===== src/rtl/apb_master.sv =====
// ============================================================================
// Module   : apb_master
// Brief    : APB requester bridging a valid/ready command/response interface
//            onto APB. Optional ACCESS-phase timeout via `APB_TIMEOUT_EN.
// Revision : 1.0 - initial release
// ============================================================================
`default_nettype none

module apb_master #(
  parameter int ADDR_WIDTH     = 5,
  parameter int DATA_WIDTH     = 32,
  parameter int TIMEOUT_CYCLES = 16
) (
  input  logic                  pclk,
  input  logic                  presetn,
  input  logic                  cmd_valid,
  output logic                  cmd_ready,
  input  logic                  cmd_write,
  input  logic [ADDR_WIDTH-1:0] cmd_addr,
  input  logic [DATA_WIDTH-1:0] cmd_wdata,
  output logic                  rsp_valid,
  input  logic                  rsp_ready,
  output logic [DATA_WIDTH-1:0] rsp_rdata,
  output logic                  rsp_err,
  output logic                  psel,
  output logic                  penable,
  output logic                  pwrite,
  output logic [ADDR_WIDTH-1:0] paddr,
  output logic [DATA_WIDTH-1:0] pwdata,
  input  logic [DATA_WIDTH-1:0] prdata,
  input  logic                  pready,
  input  logic                  pslverr,
  output logic                  busy
);

  typedef enum logic [1:0] {
    S_IDLE   = 2'd0,
    S_SETUP  = 2'd1,
    S_ACCESS = 2'd2,
    S_RESP   = 2'd3
  } state_t;

  localparam logic [DATA_WIDTH-1:0] c_timeout_data = DATA_WIDTH'(32'hDEADBEEF);

  state_t r_state;
  state_t w_next;
  logic   w_timeout;

`ifdef APB_TIMEOUT_EN
  localparam int c_cnt_w = $clog2(TIMEOUT_CYCLES + 1);

  logic [c_cnt_w-1:0] r_to_cnt;

  // Counts stalled ACCESS cycles; the abort fires on the stalled cycle that
  // would bring the count to TIMEOUT_CYCLES.
  always_ff @(posedge pclk or negedge presetn) begin
    if (!presetn) begin
      r_to_cnt <= '0;
    end else if (r_state == S_SETUP) begin
      r_to_cnt <= '0;
    end else if (r_state == S_ACCESS && !pready) begin
      r_to_cnt <= r_to_cnt + 1'b1;
    end
  end

  assign w_timeout = (r_state == S_ACCESS) && !pready &&
                     (r_to_cnt == c_cnt_w'(TIMEOUT_CYCLES - 1));
`else
  logic w_unused_timeout_cfg;
  assign w_unused_timeout_cfg = |TIMEOUT_CYCLES;
  assign w_timeout            = 1'b0;
`endif

  assign cmd_ready = (r_state == S_IDLE);
  assign busy      = (r_state != S_IDLE);

  always_ff @(posedge pclk or negedge presetn) begin
    if (!presetn) begin
      r_state <= S_IDLE;
    end else begin
      r_state <= w_next;
    end
  end

  always_comb begin
    w_next = S_IDLE;
    case (r_state)
      S_IDLE:   w_next = cmd_valid ? S_SETUP : S_IDLE;
      S_SETUP:  w_next = S_ACCESS;
      S_ACCESS: w_next = (pready || w_timeout) ? S_RESP : S_ACCESS;
      S_RESP:   w_next = rsp_ready ? S_IDLE : S_RESP;
      default:  w_next = S_IDLE;
    endcase
  end

  // Bus and response registers; address/data hold until the next accept.
  always_ff @(posedge pclk or negedge presetn) begin
    if (!presetn) begin
      psel      <= 1'b0;
      penable   <= 1'b0;
      pwrite    <= 1'b0;
      paddr     <= '0;
      pwdata    <= '0;
      rsp_valid <= 1'b0;
      rsp_rdata <= '0;
      rsp_err   <= 1'b0;
    end else begin
      case (r_state)
        S_IDLE: begin
          if (cmd_valid) begin
            pwrite  <= cmd_write;
            paddr   <= cmd_addr;
            pwdata  <= cmd_wdata;
            psel    <= 1'b1;
            penable <= 1'b0;
          end
        end
        S_SETUP: begin
          penable <= 1'b1;
        end
        S_ACCESS: begin
          if (pready) begin
            psel      <= 1'b0;
            penable   <= 1'b0;
            rsp_err   <= pslverr;
            rsp_rdata <= pwrite ? '0 : prdata;
            rsp_valid <= 1'b1;
          end else if (w_timeout) begin
            psel      <= 1'b0;
            penable   <= 1'b0;
            rsp_err   <= 1'b1;
            rsp_rdata <= c_timeout_data;
            rsp_valid <= 1'b1;
          end
        end
        S_RESP: begin
          if (rsp_ready) begin
            rsp_valid <= 1'b0;
          end
        end
        default: begin
          psel    <= 1'b0;
          penable <= 1'b0;
        end
      endcase
    end
  end

endmodule

`default_nettype wire


===== config.mk =====
export PLATFORM = sky130hd
export DESIGN_NAME = apb_master
export DESIGN_NICKNAME = d
export VERILOG_FILES = /design/src/rtl/apb_master.sv
export SDC_FILE = /design/constraint.sdc
export NUM_CORES = 1
export LEC_CHECK = 0
export CORE_ASPECT_RATIO = 0.8
export CORE_MARGIN = 5
export CORE_UTILIZATION = 25
export CTS_CLUSTER_DIAMETER = 60
export DETAILED_ROUTE_END_ITERATION = 7
export HOLD_SLACK_MARGIN = 0.12
export SKIP_CTS_REPAIR_TIMING = 1
export SYNTH_ARGS = -nofsm -noshare
export SYNTH_HDL_FRONTEND = slang
export SYNTH_SLANG_ARGS = --single-unit

===== constraint.sdc =====
create_clock -name pclk -period 1.4 [get_ports pclk]
set_input_delay 0.21 -clock pclk [delete_from_list [all_inputs] [get_ports pclk]]
set_output_delay 0.21 -clock pclk [all_outputs]
set_load 0.01 [all_outputs]

==> results.sh <==
export IMPL_final_hold_viol_count=0
export IMPL_cts_root_to_sink_buffers=2
export IMPL_cts_root_buffer_cell="clkbuf_16"
export IMPL_critPathArrivalTime_ns=1.59
export IMPL_skew_ns=0.00548
export IMPL_synth_async_reset_ratio_pct=100
export IMPL_dieWidth_um=135
export IMPL_worstSetupStartpointType="flop"
export IMPL_hold_class="input port to flop"
export IMPL_final_net_count=486
export IMPL_final_period_minus_worst_setup_slack_ns=1.35
export IMPL_postRouteAntennaNets=0
export IMPL_rsz0062_at_grt="yes"
export IMPL_num_clock_sinks=76
export IMPL_dp_cells=565
export IMPL_worst_path_required_time_ns=1.64
export IMPL_synth_warnings=0
export IMPL_detailedRoute_firstPassIterationCount=4
export IMPL_std_cell_rows=36
export IMPL_timing_slew_headroom_pct=72.8
export IMPL_power_ir_vdd_worst_v=0.000990
export IMPL_power_static_leakage_nw=3.13
export IMPL_fmax_mhz=739
export IMPL_die_area_sq_mm=0.0148
export IMPL_number_of_global_route_vias_before_repair=2459
export IMPL_dr_total_vias=2398
export IMPL_finish_utilization_pct=45.2
export IMPL_syn_nets=322
export IMPL_synth_top_area_share_pct=61.1
export IMPL_dp_final_hpwl_mm=6.12
export IMPL_worst_slew_pin_slew_ns=0.408
export IMPL_yosysUniqueCellTypes=21
export IMPL_std_cell_core_area_sq_mm=0.0122
export IMPL_crit_type="flop to flop"
export IMPL_regToRegSetupSlack_ns=0.05
export IMPL_cts_max_level=3
export IMPL_critPathCaptureType="flop"
export IMPL_grt_max_degree=77
export IMPL_total_congestion_overflow_after_global_routing=0
export IMPL_grt_antenna_before_repair=0
export IMPL_final_setup_viols=0
export IMPL_layout_drive_gt1_share_pct=18.1
export IMPL_area_delta_synth_final_pct=77.0
export IMPL_initialDrtViolationCount=66
export IMPL_pwr_density_cell_mw_per_mm2=2090
export IMPL_start_util_pct=25.5
export IMPL_placement_io_buffers=151
export IMPL_grt_util_all_layers_pct=11.3
export IMPL_number_of_max_slew_violations_in_the_final_report=0
export IMPL_place_gp_congestion=0.762
export IMPL_route_final_wire_length_mm=8.93
export IMPL_synth_sequential_area_ratio_pct=61.1
export IMPL_setup_slack_ns=0.0470
export IMPL_post_synth_main_area_contributors="dfrtp_1, mux2_4, mux2_2"
export IMPL_cts_inserted_buffers=9
export IMPL_place_ws_ns=-0.173
export IMPL_synthCells=246
export IMPL_cts_tree="built"
export IMPL_worst_skew_pair_late_latency_ns=0.33
export IMPL_chipHeight_um=110
export IMPL_cap_viol_max_count=0
export IMPL_routedWlPerCell_um=15.2
export IMPL_yosys_area_top_type="dfrtp_1"
export IMPL_synth_enable_flop_cells=0
export IMPL_grt_pass1_wl_mm=13.0
export IMPL_post_synthesis_instance_area_sq_mm=0.00311
export IMPL_run_status="finished, final reports clean"
export IMPL_insertedDiodeCount=0
export IMPL_synth_main_ff_cell="dfrtp_1"
export IMPL_worst_setup_hold_path_clk_slew_ns=0.06
export IMPL_min_period_over_period_pct=96.6
export IMPL_final_cells=586
export IMPL_vias_per_cell=4.09
export IMPL_synth_avg_cell_area_sq_um=12.7
export IMPL_critPathMaxFanout=32
export IMPL_drc=0
export IMPL_io_pins=152
export IMPL_ys_seq_elements=76
-- through the flow --
step	cell area [sq um]	hold slack, ns	total power (W)	TNS (ns)
after floorplan	3130	-0.0856	0.00615	-0.898
after global placement	4870	0.264	0.00894	-4.90
after detailed placement	4870	0.267	0.00903	-5.02
after CTS	5220	-0.0889	0.0118	-5.01
after global routing	5510	0.445	0.0123	-0.243
final	5510	0.437	0.0115	0
-- cells in the final DEF, fill, tap and decap left out, drive strengths merged --
cell type      Yosys  routed
clkdlybuf4s50      0      74
and2               1       1
bufinv             0       3
o21ai             36      36
nand3b             1       1
nor2b              1       1
clkinvlp           0       2
mux2              39      39
mux2i              1       1
nand2b            32      32
clkbuf             5      12
dlymetal6s2s       0      75
inv                3       5
nand2             36      36
dfrtp             76      76
dlygate4sd3        0       1
a21oi              2       2
o22ai              1       1
o21a               1       1
nor2               1       1
buf               10      15
-- report_power, final --
group | switching (W) | internal, W
logic | 0.00203 | 0.00305
registers | 0.000550 | 0.00324
clock network | 0.000918 | 0.00175
total | 0.00350 | 0.00804
-- state kept, by name, indices dropped and copies added, names as in the netlist --
signal and count:
paddr 5, pwdata 32, penable 1, r_state 2, rsp_err 1, pwrite 1
rsp_valid 1, psel 1, rsp_rdata 32
-- synth_stat cells, types with 2 or more instances --
master	instances
dfrtp_1	76
nand2_1	36
o21ai_0	36
nand2b_1	32
mux2_4	20
mux2_2	19
clkbuf_1	5
buf_2	4
inv_1	3
a21oi_1	2
buf_12	2
buf_4	2
-- critical path, cell delays in order (launching register included) --
cell and delay (ns):
dfrtp_1 0.40, buf_4 0.16, nand3b_1 0.17, buf_6 0.16, clkbuf_16 0.19, o21ai_0 0.19
-- per-layer routing --
layer / global-route usage [%] / wire [um]
met2: 18.5 / 4390
met5: 0 / 0
met1: 14.0 / 3930
met4: 4.43 / 151
met3: 3.48 / 452
-- final cells by class --
cell class	instances	area, sq um
clock inverter	7	123
clock buffer	9	225
timing repair buffer	168	1910
multi-input combinational	152	1120
sequential	76	1900
tap	171	214
inverter	3	11.3
fill	1115	6690
-- cell families after synthesis --
family	after synthesis	share of synthesized area, %
simple gates	72	11.7
flops	76	61.1
mux	40	16.8
buf+inv	18	3.86
compound gates	40	6.55
-- path summary, 6_finish.rpt --
kind	start	endpoint	cells after the start
max reg2reg	r_state[0]	rsp_rdata[21]	5
min	prdata[11]	rsp_rdata[11]	3
min in group asynchronous	presetn	pwdata[12]	3
min reg2reg	rsp_rdata[13]	rsp_rdata[13]	2
max	r_state[0]	rsp_rdata[21]	5
max in group asynchronous	presetn	rsp_rdata[30]	3
Note: power is estimated with default switching activity, not from simulation.
